`src/rtl/hpm_pkg.sv`:
```
// Shared constants and types for the hardware performance-monitor counter bank.
package hpm_pkg;

  localparam int HPM_NUM_EVENTS = 8;
  localparam int EVSEL_W        = $clog2(HPM_NUM_EVENTS);

  localparam logic [EVSEL_W-1:0] EV_CYCLE   = EVSEL_W'(0);
  localparam logic [EVSEL_W-1:0] EV_RETIRE  = EVSEL_W'(1);
  localparam logic [EVSEL_W-1:0] EV_CONDBR  = EVSEL_W'(2);
  localparam logic [EVSEL_W-1:0] EV_MISPRED = EVSEL_W'(3);
  localparam logic [EVSEL_W-1:0] EV_LOAD    = EVSEL_W'(4);
  localparam logic [EVSEL_W-1:0] EV_STORE   = EVSEL_W'(5);
  localparam logic [EVSEL_W-1:0] EV_STALL   = EVSEL_W'(6);
  localparam logic [EVSEL_W-1:0] EV_FLUSH   = EVSEL_W'(7);

  typedef struct packed {
    logic               en;
    logic [EVSEL_W-1:0] sel;
  } hpm_cfg_t;

  // Index width for a bank of n entries, never narrower than one bit.
  function automatic int idx_w(input int n);
    return (n > 1) ? $clog2(n) : 1;
  endfunction

endpackage

```
`src/rtl/hpm_counter.sv`:
```
// One programmable counter with sticky overflow and threshold compare; value visible the cycle after inc.
// Wraps past all-ones by default; holds at all-ones when HPM_SATURATE_EN is defined.
module hpm_counter #(
  parameter int CNT_WIDTH = 32
) (
  input  logic                 clk,
  input  logic                 rst,
  input  logic                 inc,
  input  logic                 en,
  input  logic                 cnt_we,
  input  logic                 thr_we,
  input  logic [CNT_WIDTH-1:0] wr_data,
  output logic [CNT_WIDTH-1:0] cnt,
  output logic [CNT_WIDTH-1:0] thr,
  output logic                 ovf,
  output logic                 hit
);

  always_ff @(posedge clk or posedge rst) begin
    if (rst) begin
      cnt <= '0;
      thr <= '1;
      ovf <= 1'b0;
    end else begin
      if (thr_we) thr <= wr_data;
      // A software load takes priority over a coincident event.
      if (cnt_we) begin
        cnt <= wr_data;
        ovf <= 1'b0;
      end else if (inc) begin
        if (&cnt) begin
          ovf <= 1'b1;
`ifdef HPM_SATURATE_EN
          cnt <= cnt;
`else
          cnt <= '0;
`endif
        end else begin
          cnt <= cnt + CNT_WIDTH'(1);
        end
      end
    end
  end

  assign hit = en & (cnt >= thr);

endmodule

```
`src/rtl/hpm_counter_bank.sv`:
```
// Bank of event-selectable performance counters, threshold interrupt and no-retire watchdog.
// Counter behaviour on overflow is selected by HPM_SATURATE_EN (wrap when undefined).
module hpm_counter_bank
  import hpm_pkg::*;
#(
  parameter int NUM_COUNTERS = 4,
  parameter int CNT_WIDTH    = 32,
  parameter int NUM_EVENTS   = HPM_NUM_EVENTS,
  parameter int WDOG_WIDTH   = 20,
  localparam int IDX_W       = idx_w(NUM_COUNTERS)
) (
  input  logic                    clk,
  input  logic                    rst,
  input  logic [NUM_EVENTS-1:0]   event_i,
  input  logic                    freeze_i,
  input  logic                    cnt_we_i,
  input  logic                    sel_we_i,
  input  logic                    thr_we_i,
  input  logic [IDX_W-1:0]        wr_idx_i,
  input  logic [CNT_WIDTH-1:0]    wr_data_i,
  input  logic [IDX_W-1:0]        rd_idx_i,
  output logic [CNT_WIDTH-1:0]    rd_cnt_o,
  output logic [CNT_WIDTH-1:0]    rd_thr_o,
  output logic [NUM_COUNTERS-1:0] ovf_o,
  output logic                    thr_irq_o,
  input  logic                    retire_i,
  input  logic [WDOG_WIDTH-1:0]   wdog_limit_i,
  output logic                    wdog_timeout_o
);

  localparam int                 EV_PAD_W  = 1 << EVSEL_W;
  localparam logic [EVSEL_W:0]   NUM_EV_L  = (EVSEL_W + 1)'(NUM_EVENTS);
  localparam logic [IDX_W:0]     NUM_CNT_L = (IDX_W + 1)'(NUM_COUNTERS);

  typedef enum logic {WD_RUN, WD_EXPIRED} wd_state_t;

  logic [EV_PAD_W-1:0]     ev_pad;
  logic                    wr_ok;
  logic [NUM_COUNTERS-1:0] inc;
  logic [NUM_COUNTERS-1:0] hit;
  logic [CNT_WIDTH-1:0]    cnt_q [NUM_COUNTERS];
  logic [CNT_WIDTH-1:0]    thr_q [NUM_COUNTERS];
  wd_state_t               wd_state;
  logic [WDOG_WIDTH-1:0]   wd_cnt;

  // Padding lets any select value index safely; out-of-range selects are masked below.
  assign ev_pad = EV_PAD_W'(event_i);
  assign wr_ok  = {1'b0, wr_idx_i} < NUM_CNT_L;

  for (genvar k = 0; k < NUM_COUNTERS; k++) begin : g_cnt
    hpm_cfg_t cfg;
    logic     wr_hit;

    assign wr_hit = wr_ok && (wr_idx_i == IDX_W'(k));

    always_ff @(posedge clk or posedge rst) begin
      if (rst) cfg <= '0;
      else if (sel_we_i && wr_hit) cfg <= hpm_cfg_t'(wr_data_i[EVSEL_W:0]);
    end

    assign inc[k] = cfg.en & ~freeze_i & ({1'b0, cfg.sel} < NUM_EV_L) & ev_pad[cfg.sel];

    hpm_counter #(
      .CNT_WIDTH(CNT_WIDTH)
    ) u_cnt (
      .clk    (clk),
      .rst    (rst),
      .inc    (inc[k]),
      .en     (cfg.en),
      .cnt_we (cnt_we_i & wr_hit),
      .thr_we (thr_we_i & wr_hit),
      .wr_data(wr_data_i),
      .cnt    (cnt_q[k]),
      .thr    (thr_q[k]),
      .ovf    (ovf_o[k]),
      .hit    (hit[k])
    );
  end

  always_comb begin
    rd_cnt_o = '0;
    rd_thr_o = '0;
    for (int k = 0; k < NUM_COUNTERS; k++) begin
      if (rd_idx_i == IDX_W'(k)) begin
        rd_cnt_o = cnt_q[k];
        rd_thr_o = thr_q[k];
      end
    end
  end

  always_ff @(posedge clk or posedge rst) begin
    if (rst) thr_irq_o <= 1'b0;
    else     thr_irq_o <= |hit;
  end

  // Watchdog ignores freeze_i: it guards forward progress, not measurement.
  always_ff @(posedge clk or posedge rst) begin
    if (rst) begin
      wd_state       <= WD_RUN;
      wd_cnt         <= '0;
      wdog_timeout_o <= 1'b0;
    end else begin
      case (wd_state)
        WD_RUN: begin
          if (wdog_limit_i == '0 || retire_i) begin
            wd_cnt <= '0;
          end else if (wd_cnt == wdog_limit_i - WDOG_WIDTH'(1)) begin
            wd_state       <= WD_EXPIRED;
            wdog_timeout_o <= 1'b1;
          end else begin
            wd_cnt <= wd_cnt + WDOG_WIDTH'(1);
          end
        end
        default: begin
          wd_state       <= WD_EXPIRED;
          wdog_timeout_o <= 1'b1;
        end
      endcase
    end
  end

endmodule

```
`config.mk`:
```
export PLATFORM = sky130hd
export DESIGN_NAME = hpm_counter_bank
export DESIGN_NICKNAME = d
export VERILOG_FILES = /design/src/rtl/hpm_pkg.sv /design/src/rtl/hpm_counter.sv /design/src/rtl/hpm_counter_bank.sv
export SDC_FILE = /design/constraint.sdc
export NUM_CORES = 1
export LEC_CHECK = 0
export ABC_CLOCK_PERIOD_IN_PS = 14000
export CORE_MARGIN = 5
export CORE_UTILIZATION = 62
export CTS_BUF_LIST = sky130_fd_sc_hd__clkbuf_8
export DETAILED_ROUTE_END_ITERATION = 16
export DONT_BUFFER_PORTS = 1
export GPL_ROUTABILITY_DRIVEN = 1
export PLACE_DENSITY = 0.84
export SYNTH_ARGS = -nofsm -noshare
export SYNTH_HDL_FRONTEND = slang
export SYNTH_SLANG_ARGS = --single-unit
```
`constraint.sdc`:
```
create_clock -name clk -period 14 [get_ports clk]
set_input_delay 2.8 -clock clk [delete_from_list [all_inputs] [get_ports clk]]
set_output_delay 2.8 -clock clk [all_outputs]
set_load 0.005 [all_outputs]
```
==> results.cfg, run 1 <==
[clocking]
clock-root-buffer = clkbuf_8
cts.path.max_buffers = 3
postCtsHoldBufs = 0
cts_tree = done
clock-sinks = 299
htreeDepth = 2
clk_latency_ns = 0.59
clk_pin_slew_ns = 0.06
cts_buffers = 52
postCtsSetupRepairBufs = 0
ctsResizeCount = 0

[floorplan]
row_count = 65
coreArea_mm2 = 0.0316
num_io_pins = 141
initial_core_util = 0.627
chipWidth_um = 189
die_h_um = 189
dieArea_mm2 = 0.0356

[setup_path]
crit_buf_inv = 1
max_stage_delay_ns = 1.02
end_kind = register
worst_ep_arrival_time_ns = 6.61
path_common_cell = mux2i_1
cp_cell_sequence = inv_1 > ha_1 > or3b_2 > nor4_4 > mux2i_1 > mux2i_1 > o221ai_2 > o41ai_4 > or2_1 > o41ai_2
cp-start-kind = input port
path_max_fanout = 24
path_delay_family = simple AND/OR/NAND/NOR gates
crit_required_ns = 14.42
cp_slowest_cell = o41ai_4
crit_type = in2reg

[timing]
grt_setup_unrepaired = no
layout_setup_ws_ns = 7.80
fmax_mhz = 161
fin_crit_ns = 6.20
worstMarginPinSlew_ns = 1.37
whs_ns = 0.502
finalClockSkew_ns = 0.0323
finalSetupViolations = 0
drv_slew = 0
hold_viol_final = 0
relSlewSlack = 0.0777
finalCritPeriodShare = 0.443
fin_setup_tns_ns = 0

[yosys]
ys_seq_elements = 299
synth_area_leaders = dfrtp_1 (22%), dfstp_2 (17%), ha_1 (8.5%), mux4_2 (8.2%), mux2_2 (6.5%)
ys.warnings.count = 0
yosysMostFrequentCell = nand2_1
synthMuxAreaShare = 0.150
synth_nets = 2173
synth.top_cell.area_share = 0.216
synthAdderAreaFrac = 0.0854
synth-async-reset-ratio = 1.00
syn_avg_cell_area_um2 = 10.1
seq_area_frac_synth = 0.386
synth_top_family_by_area = simple AND/OR/NAND/NOR gates
yosysTopAreaCell = dfrtp_1
synth_edf_count = 0
syn_inst = 1967
synth_compound_area_frac = 0.124
syn_area_mm2 = 0.0198
synthTopCellsByCount = nand2_1 (214), o21ai_0 (193), dfrtp_1 (171)
synth_ff_type = dfrtp_1
synth_xor_area_frac = 0.0505
ys_types = 75
synthSimpleGateAreaFrac = 0.156

[finish]
drive_above_1_share = 0.221
syn2layout_area_growth_pct = 6.95
utilization = 0.671
fin_cells = 2394
final_nets = 2153
nFillCells = 2395

[hold_path]
hold_class = reg2reg

[run]
cap_viol_max_count = 0

[placement]
dp.cells = 2295
gp_congestion = 0.898
dp_hpwl_mm = 41.0
io_buffers = 0
dp_slack_ns = 7.20

[detailed_routing]
vias_per_cell = 6.73
wl_mm = 56.9
routed-via-count = 16100
antenna_left = 0
drc_errors = 0
dr.pass1.iters = 6
drt_iter0_markers = 1657
wl_per_cell_um = 23.8

[power_and_ir_drop]
ir_worst_vdd_uv = 87.3
p_leak_nw = 8.94
power.density_mw_per_mm2 = 137

[global_route]
grt_max_degree = 191
grt_overflow_total = 0
grt_pass1_vias = 16100
grt_pass1_wl_mm = 91.2
antenna_found_initial = 1
grtUsageTotal = 0.319

[run_status]
status = completed
-- registers in the layout, indices dropped and copies added (netlist names) --
name	cells
wdog_timeout_o	1
g_cnt.u_cnt.cnt	128
wd_cnt	20
g_cnt.u_cnt.ovf	4
thr_irq_o	1
g_cnt.cfg	16
g_cnt.u_cnt.thr	128
wd_state	1
-- per-layer routing --
metal	GRT usage	wire, µm	vias up
met4	0.124	2350	0
met1	0.428	22400	7965
met2	0.506	26500	865
met5	0	0	-
li1	-	-	7097
met3	0.0756	5700	187
-- worst paths after layout --
kind / startpoint / end / slack (ns) / cells past startpoint
worst max-delay path: wdog_limit_i[0] / wd_cnt[10] / 7.80 / 10
worst min-delay path: wdog_timeout_o / wdog_timeout_o / 0.50 / 1
worst max register to register: wd_cnt[6] / wd_cnt[10] / 9.99 / 8
worst min register to register: wdog_timeout_o / wdog_timeout_o / 0.50 / 1
max in group asynchronous: rst / g_cnt[1].u_cnt.cnt[30] / 10.29 / 2
min in group asynchronous: rst / g_cnt[1].u_cnt.cnt[6] / 2.21 / 1
-- cell families (layout without fill, tap and decap cells) --
kind of cell / count (synthesis) / after routing
mux: 193 / 193
other cells: 0 / 2
xor+xnor: 114 / 114
flops: 299 / 299
buf+inv: 238 / 261
compound gates: 387 / 387
fa+ha+maj: 135 / 135
simple gates: 601 / 601
-- area by class of cell --
cell class	count	area [µm²]	share of cell area
Clock inverter	26	140	0.00662
Multi-Input combinational cell	1430	11200	0.530
Clock buffer	71	977	0.0462
Timing Repair Buffer	12	103	0.00485
Tap cell	402	503	0.0238
Antenna cell	2	5.00	0.000237
Sequential cell	299	7640	0.361
Inverter	152	578	0.0273
-- worst register-to-register path, cell delays in order, from the launching register on --
cell and delay (ns):
dfrtp_1 0.49, xor2_1 0.26, or4_1 0.45, a211o_1 0.28
a21oi_1 0.18, nand4b_1 0.20, o41ai_4 0.94, or2_1 0.90
o41ai_2 0.18
-- power breakdown --
group	internal (mW)	switching, mW	leakage, nW	total (mW)
clock	0.469	0.379	0.638	0.848
combinational	0.367	0.367	4.84	0.734
sequential	1.07	0.237	3.47	1.31
total	1.91	0.983	8.94	2.89
-- through the flow --
stage / power [mW] / area (µm²)
floorplan: 1.78 / 19800
global placement: 1.99 / 20000
detailed placement: 2.03 / 20000
CTS: 2.89 / 21200
global route: 3.05 / 21200
finish: 2.89 / 21200
-- placed cells by master (no fill, tap or decap), types with 6 or more instances in the layout --
cell type and n:
buf_4 11, o21ai_1 9, a221o_1 11, nor2_1 75, a21oi_1 49, o2111ai_1 6, nand3b_1 6, nand4_1 50
and2_1 11, nor2b_1 20, clkbuf_8 71, a31oi_1 8, o31ai_1 11, clkinv_2 7, nor3_1 26, inv_1 167
a21o_1 35, mux4_2 72, o21ai_2 6, a22oi_1 8, xor2_1 74, mux2i_1 6, xnor2_1 40, ha_1 135
nand2b_1 15, dfstp_2 128, and3_1 38, and4_1 19, mux2_2 115, nor3b_1 15, nor4_1 13, nand3_1 63
nand2_1 214, a211oi_1 6, o21ai_0 193, dfrtp_1 171
Power figures use the tool's default switching activity.
==> inputs of run 2 (changes only) <==
--- a/config.mk
+++ b/config.mk
@@ -5,7 +5,7 @@
 export SDC_FILE = /design/constraint.sdc
 export NUM_CORES = 1
 export LEC_CHECK = 0
-export ABC_CLOCK_PERIOD_IN_PS = 14000
+export ABC_CLOCK_PERIOD_IN_PS = 6500
 export CORE_MARGIN = 5
 export CORE_UTILIZATION = 62
 export CTS_BUF_LIST = sky130_fd_sc_hd__clkbuf_8
==> constraint.sdc (replaced) <==
create_clock -name clk -period 6.5 [get_ports clk]
set_input_delay 1.3 -clock clk [delete_from_list [all_inputs] [get_ports clk]]
set_output_delay 1.3 -clock clk [all_outputs]
set_load 0.005 [all_outputs]
==> results.cfg, run 2 (synthesis gave the netlist of run 1 again) <==
[finish]
top_regs = g_cnt.u_cnt.cnt (128), g_cnt.u_cnt.thr (128), wd_cnt (20)
nFillCells = 2419
multi_input_area_mm2 = 0.0112
seqCellArea_mm2 = 0.00764
final_nets = 2153
layout_common_cells = nand2_1 (214), o21ai_0 (193), dfrtp_1 (171), inv_1 (165), ha_1 (135)
final_common_cell = nand2_1
drive_above_1_share = 0.222
syn2layout_area_growth_pct = 6.87
n_antenna_cell = 0
final_cell_area_mm2 = 0.0211

[setup_path]
end_kind = register
regToRegSetupSlack_ns = 2.53
reg2regPathDepth = 8
worst_ep_arrival_time_ns = 5.14
cp-start-kind = input port
crit_type = in2reg
r2r_end = wd_cnt[18]
crit_required_ns = 6.92
path_max_fanout = 24
worstReg2RegStart = wd_cnt[6]

[floorplan]
coreArea_mm2 = 0.0316
initial_core_util = 0.627
dieArea_mm2 = 0.0356
chipWidth_um = 189
row_count = 65
num_io_pins = 141
die_h_um = 189

[timing]
finalSetupViolations = 0
grt_setup_unrepaired = no
fin_crit_ns = 4.72
layout_setup_ws_ns = 1.78
hold_viol_final = 0
whs_ns = 0.518
fin_setup_tns_ns = 0
fmax_mhz = 212
drv_slew = 0
worstMarginPinSlew_ns = 1.32
finalClockSkew_ns = 0.0253
relSlewSlack = 0.0973
finalCritPeriodShare = 0.726

[clocking]
cts_tree = done
postCtsHoldBufs = 0
postCtsSetupRepairBufs = 0
cts_buffers = 51
clk_pin_slew_ns = 0.06
htreeDepth = 2
ctsResizeCount = 0
clk_latency_ns = 0.61
clock-root-buffer = clkbuf_8
cts.path.max_buffers = 3
clock-sinks = 299

[placement]
io_buffers = 0
gp_congestion = 0.942
dp_hpwl_mm = 40.9
dp_slack_ns = 1.19
placed_cell_area_mm2 = 0.0200

[hold_path]
hold_depth = 2
min_delay_worst_endpoint = g_cnt[0].u_cnt.thr[28]
hold_class = reg2reg
hp-start = g_cnt[0].u_cnt.thr[28]

[detailed_routing]
vias_per_cell = 6.75
drt_iter0_markers = 1834
dr.pass1.iters = 7
routed-via-count = 16100
wl_mm = 57.6
drc_errors = 0
wl_per_cell_um = 24.1
antenna_left = 0

[global_route]
grt_max_degree = 156
grt_pass1_vias = 16200
grtUsageTotal = 0.321
grt_pass1_wl_mm = 91.8
grt_overflow_total = 0
antenna_found_initial = 1

[power_and_ir_drop]
p_switching_mw = 2.13
power.density_mw_per_mm2 = 295
p_sw_frac = 0.342
clkPwrFrac = 0.294
ir_worst_vdd_uv = 200
seqPwrFrac = 0.448
comb_power_share = 0.259
p_int_mw = 4.11
total_power_mw = 6.24
p_leak_nw = 8.92

[run]
cap_viol_max_count = 0

[run_status]
status = completed
==> run 2: changes by cell type in the layout (fill, tap and decap cells not counted) <==
cell        previous run  this run
bufinv_16              1         2
inv_8                  1         0
diode_2                2         0
inv_1                167       165
clkbuf_8              71        67
clkinv_2               7         9
clkinvlp_4             2         4
buf_4                 11        12
==> run 2: power groups by stage <==
stage	Sequential (mW)	Clock (mW)	Combinational, mW
2_1_floorplan	2.61	0	1.23
3_3_place_gp	2.77	0	1.51
3_5_place_dp	2.80	0	1.58
4_1_cts	2.77	1.85	1.60
5_1_grt	2.84	1.94	1.79
6_report	2.79	1.83	1.61
==> run 2: layout make-up <==
class / instances / area share
flip-flops and latches: 299 / 0.361
multi-input cells: 1430 / 0.530
clock buffers: 67 / 0.0436
well taps: 402 / 0.0238
inverters: 152 / 0.0272
clock inverters: 28 / 0.00852
repair buffers: 13 / 0.00521
==> run 2: worst max path at each step <==
stage / slack [ns] / endpoint / cells after the start / start
after CTS: 1.83 / wd_cnt[18] / 10 / wdog_limit_i[0]
after global placement: 1.39 / wd_cnt[14] / 10 / wdog_limit_i[0]
final: 1.78 / wd_cnt[18] / 8 / wdog_limit_i[5]
after global routing: 1.55 / wd_cnt[18] / 10 / wdog_limit_i[0]
after floorplan: 1.33 / g_cnt[0].cfg[0] / 1 / rst
after detailed placement: 1.19 / wd_cnt[18] / 10 / wdog_limit_i[0]
==> run 2: worst max-delay path, cell delays in order <==
cell and delay, ns:
or4_1 0.74, nor4_4 0.47, a21boi_1 0.15, o21ai_1 0.19, a31oi_2 0.13, o41ai_4 1.04
or2_1 0.90, o31ai_1 0.20
==> run 2: stage by stage <==
stage / util / std cells
CTS: 0.670 / 2391
global route: 0.670 / 2391
detailed placement: 0.635 / 2296
floorplan: - / 1967
global placement: 0.635 / 2296
finish: 0.670 / 2391
==> run 2: per-layer routing <==
metal / wire, µm / global-route usage / up-vias
met3: 5560 / 0.0721 / 193
li1: - / - / 7089
met1: 22300 / 0.430 / 8015
met5: 20 / 0 / -
met4: 2600 / 0.131 / 2
met2: 27100 / 0.512 / 850
==> inputs of run 3 (changes only) <==
--- a/config.mk
+++ b/config.mk
@@ -5,7 +5,7 @@
 export SDC_FILE = /design/constraint.sdc
 export NUM_CORES = 1
 export LEC_CHECK = 0
-export ABC_CLOCK_PERIOD_IN_PS = 6500
+export ABC_CLOCK_PERIOD_IN_PS = 4600
 export CORE_MARGIN = 5
 export CORE_UTILIZATION = 62
 export CTS_BUF_LIST = sky130_fd_sc_hd__clkbuf_8
==> constraint.sdc (replaced) <==
create_clock -name clk -period 4.6 [get_ports clk]
set_input_delay 0.92 -clock clk [delete_from_list [all_inputs] [get_ports clk]]
set_output_delay 0.92 -clock clk [all_outputs]
set_load 0.005 [all_outputs]
==> results.cfg, run 3 (synthesis gave the netlist of run 1 again) <==
[clocking]
htreeDepth = 2
cts_tree = done
clk_latency_ns = 0.59
clk_pin_slew_ns = 0.07
cts_buffers = 51
clock-sinks = 299
postCtsHoldBufs = 0
clock-root-buffer = clkbuf_8
cts.path.max_buffers = 3
postCtsSetupRepairBufs = 0
ctsResizeCount = 0

[floorplan]
num_io_pins = 141
initial_core_util = 0.627
row_count = 65
dieArea_mm2 = 0.0356
coreArea_mm2 = 0.0316
chipWidth_um = 189
die_h_um = 189

[timing]
finalClockSkew_ns = 0.0198
fmax_mhz = 299
finalCritPeriodShare = 0.728
relSlewSlack = 0.193
fin_crit_ns = 3.35
finalSetupViolations = 0
drv_slew = 0
hold_viol_final = 0
worstMarginPinSlew_ns = 1.21
grt_setup_unrepaired = no

[finish]
top_regs = g_cnt.u_cnt.cnt (128), g_cnt.u_cnt.thr (128), wd_cnt (20)
final_common_cell = nand2_1
syn2layout_area_growth_pct = 7.36
layout_common_cells = nand2_1 (214), o21ai_0 (193), dfrtp_1 (171), inv_1 (165), ha_1 (135)
final_nets = 2160
final_cell_area_mm2 = 0.0212
n_antenna_cell = 0
drive_above_1_share = 0.224

[setup_path]
end_kind = register
worstReg2RegStart = g_cnt[1].u_cnt.cnt[0]
worst_ep_arrival_time_ns = 3.78
crit_type = reg2reg
path_max_fanout = 5
regToRegSetupSlack_ns = 1.25
cp-start-kind = register
reg2regPathDepth = 10
crit_required_ns = 5.03
r2r_end = thr_irq_o

[placement]
dp_hpwl_mm = 41.6
placed_cell_area_mm2 = 0.0201
io_buffers = 0
gp_congestion = 0.943

[global_route]
grt_overflow_total = 0
grt_pass1_vias = 16500
grtUsageTotal = 0.322
grt_pass1_wl_mm = 91.6
grt_max_degree = 76
antenna_found_initial = 2

[power_and_ir_drop]
ir_worst_vdd_uv = 252
total_power_mw = 8.91
p_leak_nw = 8.99
power.density_mw_per_mm2 = 420

[detailed_routing]
antenna_left = 0
wl_mm = 57.5
wl_met3_mm = 6.27
routed-via-count = 16100
wl_per_cell_um = 24.0
wirelength_met1_mm = 21.8
wl_met2_mm = 26.8
top_layer = met4
vias_per_cell = 6.71
drt_iter0_markers = 1754
dr.pass1.iters = 7
drc_errors = 0

[hold_path]
hold_class = in2async

[run]
cap_viol_max_count = 0

[run_status]
status = completed
-- run 3: report_power, final --
part,switching (mW),total [mW],internal (mW)
clock network,1.13,2.65,1.52
registers,0.691,3.96,3.27
logic,1.18,2.30,1.13
-- run 3: final cells by class --
class	instances	area (µm²)
Sequential cell	299	7640
Clock inverter	25	183
Tap cell	402	503
Fill cell	2415	10300
Clock buffer	70	963
Multi-Input combinational cell	1430	11200
Inverter	152	574
Timing Repair Buffer	20	163
-- run 3: metal layers --
layer  GRT usage  vias up
li1            -     7099
met1       0.412     7896
met2       0.514      897
met3      0.0915      191
met4       0.140        0
met5           0        -
-- run 3: worst max-delay path: stages (launching register included) --
cell and delay (ns):
dfrtp_1 0.42, inv_1 0.08, ha_1 0.28, nand2b_1 0.14
a2111oi_0 0.49, o21bai_1 0.20, a41o_1 0.34, a221oi_1 0.64
a211oi_1 0.24, o21ai_0 0.19, nand4b_1 0.15
-- run 3: stage by stage --
step | setup TNS, ns | hold slack (ns) | instances | worst slack, ns | utilization
2_1_floorplan | -32.24 | 0.464 | 1967 | -0.189 | -
3_3_place_gp | 0 | 0.498 | 2303 | 0.988 | 0.637
3_5_place_dp | 0 | 0.497 | 2303 | 0.845 | 0.637
4_1_cts | 0 | 0.330 | 2398 | 1.27 | 0.673
5_1_grt | 0 | 0.326 | 2398 | 1.10 | 0.673
6_report | 0 | 0.310 | 2398 | 1.25 | 0.673
-- run 3: worst max path at each step --
stage | to | slack [ns] | from | depth (start not counted)
2_1_floorplan | g_cnt[0].cfg[0] | -0.19 | rst | 1
3_3_place_gp | wd_cnt[14] | 0.99 | wdog_limit_i[0] | 11
3_5_place_dp | wd_cnt[14] | 0.85 | wdog_limit_i[0] | 11
4_1_cts | thr_irq_o | 1.27 | g_cnt[2].u_cnt.cnt[0] | 10
5_1_grt | thr_irq_o | 1.10 | g_cnt[1].u_cnt.cnt[0] | 10
6_report | thr_irq_o | 1.25 | g_cnt[1].u_cnt.cnt[0] | 10
